===== src/rtl/rns_dbg_pkg.sv =====
// Shared definitions for the debug dump path: FSM encodings, record space tags
// and the helper that sizes a packed {space, addr, data} record.
package rns_dbg_pkg;

    typedef enum logic [2:0] {
        ST_IDLE    = 3'd0,
        ST_HALT    = 3'd1,
        ST_RF_SCAN = 3'd2,
        ST_MEM_RD  = 3'd3,
        ST_MEM_CAP = 3'd4,
        ST_DRAIN   = 3'd5,
        ST_DONE    = 3'd6
    } dump_state_t;

    localparam logic SPACE_RF  = 1'b0;
    localparam logic SPACE_MEM = 1'b1;
    localparam int   SPACE_W   = 1;

    function automatic int rec_width(input int addr_w, input int data_w);
        return SPACE_W + addr_w + data_w;
    endfunction

endpackage


===== src/rtl/dump_out_reg.sv =====
// Single-entry valid/ready holding register. A load may only be issued when
// o_can_load is high, i.e. the slot is empty or is being drained this cycle.
module dump_out_reg #(
    parameter int W = 8
) (
    input  logic         i_clk,
    input  logic         i_reset,
    input  logic         i_load,
    input  logic [W-1:0] i_data,
    output logic         o_can_load,
    output logic         o_valid,
    input  logic         i_ready,
    output logic [W-1:0] o_data
);

    logic         r_valid;
    logic [W-1:0] r_data;

    always_ff @(posedge i_clk or posedge i_reset) begin
        if (i_reset) begin
            r_valid <= 1'b0;
            r_data  <= '0;
        end else if (i_load) begin
            r_valid <= 1'b1;
            r_data  <= i_data;
        end else if (r_valid && i_ready) begin
            r_valid <= 1'b0;
        end
    end

    assign o_can_load = !r_valid || i_ready;
    assign o_valid    = r_valid;
    assign o_data     = r_data;

endmodule


===== src/rtl/state_dump_engine.sv =====
// Halts the core, then streams every register file entry followed by the
// (optionally non-zero) data memory words as {space, addr, data} records.
module state_dump_engine
    import rns_dbg_pkg::*;
#(
    parameter int DATA_W    = 8,
    parameter int RF_AW     = 3,
    parameter int MEM_AW    = 16,
    parameter int SKIP_ZERO = 1,
    parameter int HALT_EN   = 1
) (
    input  logic              i_clk,
    input  logic              i_reset,
    input  logic              i_start,
    output logic              o_halt_req,
    input  logic              i_halt_ack,
    output logic [RF_AW-1:0]  o_rf_rd_addr,
    input  logic [DATA_W-1:0] i_rf_rd_data,
    output logic              o_mem_rd_en,
    output logic [MEM_AW-1:0] o_mem_rd_addr,
    input  logic [DATA_W-1:0] i_mem_rd_data,
    output logic              o_out_valid,
    input  logic              i_out_ready,
    output logic              o_out_space,
    output logic [MEM_AW-1:0] o_out_addr,
    output logic [DATA_W-1:0] o_out_data,
    output logic              o_busy,
    output logic              o_done,
    output logic [MEM_AW:0]   o_rec_count
);

    localparam int                 REC_W    = rec_width(MEM_AW, DATA_W);
    localparam logic [RF_AW-1:0]   RF_LAST  = '1;
    localparam logic [RF_AW-1:0]   RF_ONE   = RF_AW'(1);
    localparam logic [MEM_AW-1:0]  MEM_LAST = '1;
    localparam logic [MEM_AW-1:0]  MEM_ONE  = MEM_AW'(1);
    localparam logic [MEM_AW:0]    CNT_ONE  = (MEM_AW + 1)'(1);
    localparam logic [MEM_AW:0]    CNT_MAX  = '1;

    dump_state_t       r_state, w_state_next;
    logic [RF_AW-1:0]  r_rf_idx, w_rf_idx_next;
    logic [MEM_AW-1:0] r_mem_idx, w_mem_idx_next;
    logic              r_cap_hold, w_cap_hold_next;
    logic [DATA_W-1:0] r_cap_data, w_cap_data_next;
    logic [MEM_AW:0]   r_rec_count;

    logic              w_load;
    logic              w_can_load;
    logic              w_clr_count;
    logic              w_out_valid;
    logic              w_accept;
    logic              w_skip;
    logic [DATA_W-1:0] w_mem_word;
    logic [REC_W-1:0]  w_load_rec;
    logic [REC_W-1:0]  w_out_rec;

    // A stalled memory word is replayed from the capture register; memory is read once.
    assign w_mem_word = r_cap_hold ? r_cap_data : i_mem_rd_data;
    assign w_skip     = (SKIP_ZERO != 0) && (w_mem_word == '0);
    assign w_accept   = w_out_valid && i_out_ready;

    always_ff @(posedge i_clk or posedge i_reset) begin
        if (i_reset) begin
            r_state     <= ST_IDLE;
            r_rf_idx    <= '0;
            r_mem_idx   <= '0;
            r_cap_hold  <= 1'b0;
            r_cap_data  <= '0;
            r_rec_count <= '0;
        end else begin
            r_state    <= w_state_next;
            r_rf_idx   <= w_rf_idx_next;
            r_mem_idx  <= w_mem_idx_next;
            r_cap_hold <= w_cap_hold_next;
            r_cap_data <= w_cap_data_next;
            if (w_clr_count) begin
                r_rec_count <= '0;
            end else if (w_accept && (r_rec_count != CNT_MAX)) begin
                r_rec_count <= r_rec_count + CNT_ONE;
            end
        end
    end

    always_comb begin
        w_state_next    = r_state;
        w_rf_idx_next   = r_rf_idx;
        w_mem_idx_next  = r_mem_idx;
        w_cap_hold_next = r_cap_hold;
        w_cap_data_next = r_cap_data;
        w_load          = 1'b0;
        w_clr_count     = 1'b0;
        w_load_rec      = {SPACE_RF, MEM_AW'(r_rf_idx), i_rf_rd_data};
        case (r_state)
            ST_IDLE: begin
                if (i_start) begin
                    w_clr_count     = 1'b1;
                    w_rf_idx_next   = '0;
                    w_mem_idx_next  = '0;
                    w_cap_hold_next = 1'b0;
                    w_state_next    = (HALT_EN != 0) ? ST_HALT : ST_RF_SCAN;
                end
            end
            ST_HALT: begin
                if (i_halt_ack) begin
                    w_state_next = ST_RF_SCAN;
                end
            end
            ST_RF_SCAN: begin
                if (w_can_load) begin
                    w_load        = 1'b1;
                    w_rf_idx_next = r_rf_idx + RF_ONE;
                    if (r_rf_idx == RF_LAST) begin
                        w_mem_idx_next = '0;
                        w_state_next   = ST_MEM_RD;
                    end
                end
            end
            ST_MEM_RD: begin
                w_state_next = ST_MEM_CAP;
            end
            ST_MEM_CAP: begin
                w_load_rec = {SPACE_MEM, r_mem_idx, w_mem_word};
                if (w_skip || w_can_load) begin
                    w_load          = !w_skip;
                    w_cap_hold_next = 1'b0;
                    if (r_mem_idx == MEM_LAST) begin
                        w_state_next = ST_DRAIN;
                    end else begin
                        w_mem_idx_next = r_mem_idx + MEM_ONE;
                        w_state_next   = ST_MEM_RD;
                    end
                end else begin
                    w_cap_hold_next = 1'b1;
                    w_cap_data_next = w_mem_word;
                end
            end
            ST_DRAIN: begin
                if (w_can_load) begin
                    w_state_next = ST_DONE;
                end
            end
            ST_DONE: begin
                w_state_next = ST_IDLE;
            end
            default: begin
                w_state_next = ST_IDLE;
            end
        endcase
    end

    dump_out_reg #(
        .W (REC_W)
    ) u_out_reg (
        .i_clk      (i_clk),
        .i_reset    (i_reset),
        .i_load     (w_load),
        .i_data     (w_load_rec),
        .o_can_load (w_can_load),
        .o_valid    (w_out_valid),
        .i_ready    (i_out_ready),
        .o_data     (w_out_rec)
    );

    assign {o_out_space, o_out_addr, o_out_data} = w_out_rec;
    assign o_out_valid   = w_out_valid;
    assign o_halt_req    = (HALT_EN != 0) && (r_state != ST_IDLE);
    assign o_busy        = (r_state != ST_IDLE);
    assign o_done        = (r_state == ST_DONE);
    assign o_mem_rd_en   = (r_state == ST_MEM_RD);
    assign o_rf_rd_addr  = r_rf_idx;
    assign o_mem_rd_addr = r_mem_idx;
    assign o_rec_count   = r_rec_count;

endmodule


===== config.mk =====
export PLATFORM = sky130hd
export DESIGN_NAME = state_dump_engine
export DESIGN_NICKNAME = d
export VERILOG_FILES = /design/src/rtl/rns_dbg_pkg.sv /design/src/rtl/dump_out_reg.sv /design/src/rtl/state_dump_engine.sv
export SDC_FILE = /design/constraint.sdc
export NUM_CORES = 1
export LEC_CHECK = 0
export CORE_MARGIN = 10
export CORE_UTILIZATION = 51
export CTS_CLUSTER_DIAMETER = 50
export DETAILED_ROUTE_END_ITERATION = 10
export PLACE_DENSITY = 0.8
export SLEW_MARGIN = 20
export SYNTH_ARGS = -nofsm -noshare
export SYNTH_HDL_FRONTEND = slang
export SYNTH_HIERARCHICAL = 1
export SYNTH_SLANG_ARGS = --single-unit

===== constraint.sdc =====
create_clock -name i_clk -period 2.6 [get_ports i_clk]
set_input_delay 0.52 -clock i_clk [delete_from_list [all_inputs] [get_ports i_clk]]
set_output_delay 0.52 -clock i_clk [all_outputs]
set_load 0.02 [all_outputs]

# Yosys cells after proc, flatten, opt, wreduce, memory -nomap -nowiden
# Index checks and enable logic that the tools add are counted.
# op_classes
bitwise,1
muxes,31
n_reduce_logical,19
addsub,3
eq_ne,16
# ops
op,n
$mux 16,5
$pmux 16 s3,1
$mux 17,2
$mux 3,9
$mux 25,1
$pmux 3 s6,1
$add 17x1->17 const B,1
$ne 17x17->1 const B,1
$add 16x1->16 const B,1
$eq 16x16->1 const B,1
$ne 2x2->1 const B,7
$eq 3x3->1 const B,4
$reduce_and 6->1,2
$logic_not 8->1,1
$mux 1,8
$mux 8,1
$reduce_bool 2->1,4
$eq 3x2->1 const B,2
$pmux 3 s2,1
$reduce_bool 3->1,2
$pmux 1 s2,2
$reduce_and 2->1,2
$add 3x1->3 const B,1
$eq 3x1->1 const B,1
6 further kinds,9
# totals
out_inout_bits,66
word_cells,78
reg_bits,74

# Longest topological paths before layout
# depth
ltp_word,6
depth_mapped,12
depth_no_buf,10

# Modules after synthesis
# Netlist, hierarchy kept.
# modules_own_cells
mod,area_each_um2,seq_area_each_um2,instances,cells_each
state_dump_engine,2991.6,1201.2,1,331
dump_out_reg,1071.0,650.6,1,57

# Worst setup path after synthesis
# No wires, ideal clock.
# synth_path
path_type,register to register
start,register r_rec_count[3] (netlist: o_rec_count[3])
end,register r_rec_count[6] (netlist: o_rec_count[6])
slack_ps,104
synth_period_minus_slack_ps,2496
path_stages_with_launch,13
required_ps,2468
arrival_time_ps,2364
setup_ps,132
cell_sequence,dfrtp_1 -> nand4_1 -> nor4_1 -> nand2_1 -> nor2_1 -> ha_1 -> and3b_1 -> clkbuf_1 -> and3_1 -> clkbuf_1 -> and4_1 -> xnor2_1 -> nor2_1
# synth_between
elab_chain_len,3
elab_cells_between_ends,6
# synth_lines
item,line,source
from (decl),state_dump_engine.sv:45,logic [MEM_AW:0] r_rec_count;
from (signal assigned),state_dump_engine.sv:79,r_rec_count <= r_rec_count + CNT_ONE;
$add 17x1->17 / $ne 17x17->1 (equally long branches),"state_dump_engine.sv:79, state_dump_engine.sv:78",
$mux 17 / $logic_and 1x1->1 (equally long branches),state_dump_engine.sv:78,end else if (w_accept && (r_rec_count != CNT_MAX)) begin
$mux 17 / $reduce_bool 2->1 (equally long branches),--,
# Several ways; a longest one is shown, not always the timed one. The select of a mux whose other input is x is not followed.
# A chain may end at the register's enable or synchronous reset.

# Final worst setup path
# layout_path
start,input port i_mem_rd_data[2]
end,register u_out_reg.r_data[3] (netlist: u_out_reg/o_data[3])
# layout_between
elab_chain_len,5
elab_cells_between_ends,6
# layout_lines
item,line,source
from (decl),state_dump_engine.sv:21,"input logic [DATA_W-1:0] i_mem_rd_data,"
$mux 8 *,state_dump_engine.sv:58,assign w_mem_word = r_cap_hold ? r_cap_data : i_mem_rd_data;
$logic_not 8->1 *,state_dump_engine.sv:59,assign w_skip = (SKIP_ZERO != 0) && (w_mem_word == '0);
$logic_not 1->1 / $logic_or 1x1->1 (equally long branches),"state_dump_engine.sv:124, state_dump_engine.sv:123",
$mux 1 *,state_dump_engine.sv:123,if (w_skip || w_can_load) begin
$pmux 1 s2 *,state_dump_engine.sv:93,case (r_state)
via w_load,state_dump_engine.sv:47,logic w_load;
to (signal assigned),dump_out_reg.sv:25,r_data <= i_data;
to (decl),dump_out_reg.sv:17,logic [W-1:0] r_data;
# Mark *: on every way through the listed nets, which the timed path passes. The rest lies on a longest branch.

==> run_summary.xml <==
<?xml version="1.0" encoding="UTF-8"?>
<metrics>
  <group name="route">
    <metric name="vias_after_detailed_routing" unit="">3370</metric>
    <metric name="detail_route.drc_violations" unit="">0</metric>
    <metric name="route.detailed.vias_per_inst" unit="">5.626</metric>
    <metric name="detail_route.first_pass.iterations" unit="">4</metric>
    <metric name="final_ant_viol_nets" unit="">0</metric>
    <metric name="initialDrtViolationCount" unit="">176</metric>
    <metric name="wirelength" unit="um">11180</metric>
    <metric name="routedWlPerCell" unit="um">18.67</metric>
  </group>
  <group name="yosys">
    <metric name="postSynthNetCount" unit="">414</metric>
    <metric name="synthArstFlopShare" unit="%">100.0</metric>
    <metric name="syn_area_per_cell" unit="um2">10.47</metric>
    <metric name="post_synth_inst_count" unit="">388</metric>
    <metric name="synth_warnings" unit="">6</metric>
    <metric name="synth_seq_area_share" unit="%">45.58</metric>
    <metric name="synth-edff-count" unit="">0</metric>
    <metric name="synth_top_flop_cell" unit="">sky130_fd_sc_hd__dfrtp_1</metric>
    <metric name="ys_seq_elements" unit="">74</metric>
    <metric name="synth.distinct_cells" unit="">50</metric>
    <metric name="area_of_the_mapped_netlist" unit="mm2">0.004063</metric>
  </group>
  <group name="power_and_ir_drop">
    <metric name="power.density_cell_area" unit="mW/mm2">851.1</metric>
    <metric name="worst_ir_drop_vdd" unit="uV">513.8</metric>
    <metric name="power.total" unit="mW">4.552</metric>
    <metric name="leakagePower" unit="nW">2.357</metric>
  </group>
  <group name="critical_path">
    <metric name="worst_setup_path_start_kind" unit="">primary input</metric>
    <metric name="cp_max_fo" unit="">26</metric>
    <metric name="timing_worst_setup_path_type" unit="">in -&gt; reg</metric>
    <metric name="critical_path.endpoint_type" unit="">flop</metric>
    <metric name="crit_arrival" unit="ps">2770</metric>
    <metric name="crit_required" unit="ps">2830</metric>
  </group>
  <group name="placement">
    <metric name="hpwl" unit="um">7951</metric>
    <metric name="placed_instance_count" unit="">583</metric>
    <metric name="buffer_ports.inserted" unit="">86</metric>
    <metric name="gp_routability_congestion" unit="">0.8343</metric>
  </group>
  <group name="timing">
    <metric name="slew_viol_final" unit="">0</metric>
    <metric name="max_clock_freq" unit="GHz">0.3938</metric>
    <metric name="timing_worst_slew_pin_value" unit="ps">1020</metric>
    <metric name="clock_skew" unit="ps">11.12</metric>
    <metric name="fin_crit_sh" unit="%">97.66</metric>
    <metric name="timing.final.hold_violations" unit="">0</metric>
    <metric name="rsz0062_at_grt" unit="">yes</metric>
    <metric name="setup-violations-final" unit="">0</metric>
    <metric name="worst_slew_margin_rel" unit="%">31.88</metric>
    <metric name="finalWorstPathRequiredPeriod" unit="ps">2539</metric>
  </group>
  <group name="global_route">
    <metric name="overflow" unit="">0</metric>
    <metric name="number_of_global_route_vias_before_repair" unit="">3599</metric>
    <metric name="grt.total_usage" unit="%">19.24</metric>
    <metric name="number_of_antenna_violations_at_the_first_check_in_global_routing" unit="">0</metric>
    <metric name="grt_pass1_wl" unit="um">18280</metric>
    <metric name="largest_net_degree_at_the_start_of_global_routing" unit="">38</metric>
  </group>
  <group name="floorplan">
    <metric name="floorplan.initialDensity" unit="%">52.57</metric>
    <metric name="fp.dieW" unit="um">109.3</metric>
    <metric name="ios" unit="">87</metric>
    <metric name="total_die_area" unit="mm2">0.01194</metric>
    <metric name="rows" unit="">32</metric>
    <metric name="fp.coreArea" unit="mm2">0.007727</metric>
    <metric name="chipHeight" unit="um">109.3</metric>
  </group>
  <group name="clock_tree">
    <metric name="postCtsHoldBufs" unit="">0</metric>
    <metric name="tritoncts_num_sinks" unit="">74</metric>
    <metric name="clock_tree.buffer_depth" unit="">2</metric>
    <metric name="tritoncts" unit="">built</metric>
    <metric name="total_cts_buffers" unit="">9</metric>
    <metric name="clock_tree.root_cell" unit="">sky130_fd_sc_hd__clkbuf_8</metric>
    <metric name="insertion_delay" unit="ps">350</metric>
    <metric name="clk_pin_slew" unit="ps">80</metric>
    <metric name="cts_setup_buffers" unit="">0</metric>
    <metric name="ctsHtreeMaxLevel" unit="">3</metric>
  </group>
  <group name="min_path">
    <metric name="min_path_type" unit="">in -&gt; async</metric>
  </group>
  <group name="final_layout">
    <metric name="post_route_cells_drive_above_1_share" unit="%">18.31</metric>
    <metric name="fin_cells" unit="">599</metric>
    <metric name="num_antenna_cells" unit="">0</metric>
    <metric name="multi_input_comb_area" unit="mm2">0.002019</metric>
    <metric name="area_growth_syn_to_layout" unit="%">31.66</metric>
    <metric name="layout.nets" unit="">518</metric>
    <metric name="final_core_utilization" unit="%">69.22</metric>
    <metric name="seqCellArea" unit="mm2">0.001853</metric>
    <metric name="fillCellCount" unit="">575</metric>
  </group>
  <group name="status">
    <metric name="status" unit="">finished clean</metric>
  </group>
  <group name="run">
    <metric name="maxCapViolations" unit="">0</metric>
  </group>
</metrics>
==> metrics by stage <==
stage	hold WS (ps)	worst slack, ps	area [um2]	setup TNS [ps]
final	493.7	60.85	5349	0
after global routing	525.6	-71.70	5349	-402.3
after CTS	492.8	60.63	5338	0
after detailed placement	491.8	-296.2	5140	-7034
after global placement	491.0	-221.5	5140	-4621
after floorplan	503.5	104.5	4063	0
==> repair_timing <==
action	in CTS	in global routing
setup endpoints to repair	0	8
gates resized for setup	0	3
hold endpoints to repair	0	0
==> worst max-delay path, stage by stage <==
cell                              delay (ps)
sky130_fd_sc_hd__clkdlybuf4s50_1         540
sky130_fd_sc_hd__nor4_4                   80
sky130_fd_sc_hd__nand2_1                 120
sky130_fd_sc_hd__o21a_1                  150
sky130_fd_sc_hd__a22oi_1                 120
sky130_fd_sc_hd__nor2b_4                 820
sky130_fd_sc_hd__mux2_2                  420
==> path summary, 6_finish.rpt <==
check                                                  endpoint  depth (start not counted)                            start  slack [ps]
worst max-delay path            u_out_reg/o_data[3]$_DFFE_PP0P_                          7                 i_mem_rd_data[2]          60
worst min-delay path               o_mem_rd_addr[0]$_DFFE_PP0P_                          2                          i_reset         490
worst max register to register       o_rec_count[6]$_DFFE_PP0P_                         10       o_rec_count[4]$_DFFE_PP0P_         230
worst min register to register  u_out_reg/o_data[2]$_DFFE_PP0P_                          1  u_out_reg/o_data[2]$_DFFE_PP0P_         510
max in group asynchronous            o_rec_count[3]$_DFFE_PP0P_                          3                          i_reset        1460
min in group i_clk              u_out_reg/o_data[2]$_DFFE_PP0P_                          1  u_out_reg/o_data[2]$_DFFE_PP0P_         510
==> state kept, by name, summed over array words and instances (netlist names) <==
| signal | count |
|---|---|
| r_cap_data | 8 |
| o_rec_count | 17 |
| o_rf_rd_addr | 3 |
| o_mem_rd_addr | 16 |
| r_state | 3 |
| u_out_reg/o_valid | 1 |
| u_out_reg/o_data | 25 |
| r_cap_hold | 1 |
==> kinds of logic after synthesis <==
family                     Yosys count  share of synthesized area [%]
AOI/OAI and AO/OA                   68                          12.32
xor gates and xnor gates            15                          3.234
adders and majority gates            5                          1.540
buffers and inverters               34                          5.143
DFF                                 74                          45.58
muxes                               42                          13.12
and+or+nand+nor                    150                          19.06
==> placed cells by master, fill, tap and decap left out, types with 5 or more instances in the layout <==
cell                              instances
sky130_fd_sc_hd__o21ai_0                 12
sky130_fd_sc_hd__o21ai_1                  7
sky130_fd_sc_hd__mux2_2                  13
sky130_fd_sc_hd__o31ai_1                 14
sky130_fd_sc_hd__a31oi_1                  7
sky130_fd_sc_hd__nand4_1                  6
sky130_fd_sc_hd__dfrtp_1                 73
sky130_fd_sc_hd__and3_1                   6
sky130_fd_sc_hd__clkdlybuf4s50_1         86
sky130_fd_sc_hd__xor2_1                  10
sky130_fd_sc_hd__and2_1                  12
sky130_fd_sc_hd__nor2_1                  34
sky130_fd_sc_hd__ha_1                     5
sky130_fd_sc_hd__xnor2_1                  5
sky130_fd_sc_hd__nand2b_1                 5
sky130_fd_sc_hd__nand3_1                 14
sky130_fd_sc_hd__buf_4                   32
sky130_fd_sc_hd__nor4_1                   6
sky130_fd_sc_hd__clkbuf_8                11
sky130_fd_sc_hd__mux2_4                  20
sky130_fd_sc_hd__inv_1                    7
sky130_fd_sc_hd__o31ai_2                  5
sky130_fd_sc_hd__nand2_1                 44
sky130_fd_sc_hd__mux2i_1                  9
==> report_power, final <==
| group | leakage, nW | switching [mW] | internal [mW] |
|---|---|---|---|
| sequential | 0.997 | 0.192 | 1.37 |
| combinational | 1.26 | 1.11 | 0.977 |
| clock | 0.101 | 0.413 | 0.496 |
| total | 2.36 | 1.71 | 2.84 |
==> synth_stat cells (2+ instances only) <==
master,n,area [um2]
sky130_fd_sc_hd__dfrtp_1,74,1852
sky130_fd_sc_hd__nand2_1,44,165.2
sky130_fd_sc_hd__nor2_1,34,127.6
sky130_fd_sc_hd__mux2_4,19,285.3
sky130_fd_sc_hd__mux2_2,14,157.7
sky130_fd_sc_hd__nand3_1,14,70.07
sky130_fd_sc_hd__o31ai_1,14,105.1
sky130_fd_sc_hd__clkbuf_1,13,48.80
sky130_fd_sc_hd__and2_1,12,75.07
sky130_fd_sc_hd__o21ai_0,12,60.06
sky130_fd_sc_hd__xor2_1,10,87.58
sky130_fd_sc_hd__mux2i_1,9,90.09
sky130_fd_sc_hd__inv_1,8,30.03
sky130_fd_sc_hd__a31oi_1,7,43.79
sky130_fd_sc_hd__nor4_1,7,43.79
sky130_fd_sc_hd__o21ai_1,7,35.03
sky130_fd_sc_hd__and3_1,6,37.54
sky130_fd_sc_hd__nand4_1,6,37.54
sky130_fd_sc_hd__ha_1,5,62.56
sky130_fd_sc_hd__nand2b_1,5,31.28
sky130_fd_sc_hd__o31ai_2,5,62.56
sky130_fd_sc_hd__xnor2_1,5,43.79
sky130_fd_sc_hd__a21oi_1,4,20.02
sky130_fd_sc_hd__and4_1,4,35.03
sky130_fd_sc_hd__buf_2,4,20.02
sky130_fd_sc_hd__nor2b_1,4,25.02
sky130_fd_sc_hd__nor3_1,4,20.02
sky130_fd_sc_hd__o41ai_1,4,35.03
sky130_fd_sc_hd__a211o_1,3,26.28
sky130_fd_sc_hd__buf_12,3,60.06
sky130_fd_sc_hd__buf_6,3,33.78
sky130_fd_sc_hd__o21a_1,3,22.52
sky130_fd_sc_hd__or3_1,3,18.77
sky130_fd_sc_hd__a21o_1,2,15.01
sky130_fd_sc_hd__nor4_4,2,42.54
==> cell type report <==
class | instances | share of cell area, %
repair buffers | 119 | 20.96
clock buffers | 14 | 3.041
clock inverters | 2 | 0.6550
flip-flops and latches | 74 | 34.64
well taps | 102 | 2.386
multi-input cells | 280 | 37.75
inverters | 8 | 0.5614
==> metal layers <==
layer / global-route usage, % / up-vias / part of all wire (%)
li1: - / 1591 / -
met1: 21.65 / 1655 / 40
met2: 33.98 / 111 / 52
met3: 6.431 / 13 / 7.3
met4: 5.483 / 0 / 1.3
met5: 0 / - / 0
Note: power is estimated with default switching activity, not from simulation.
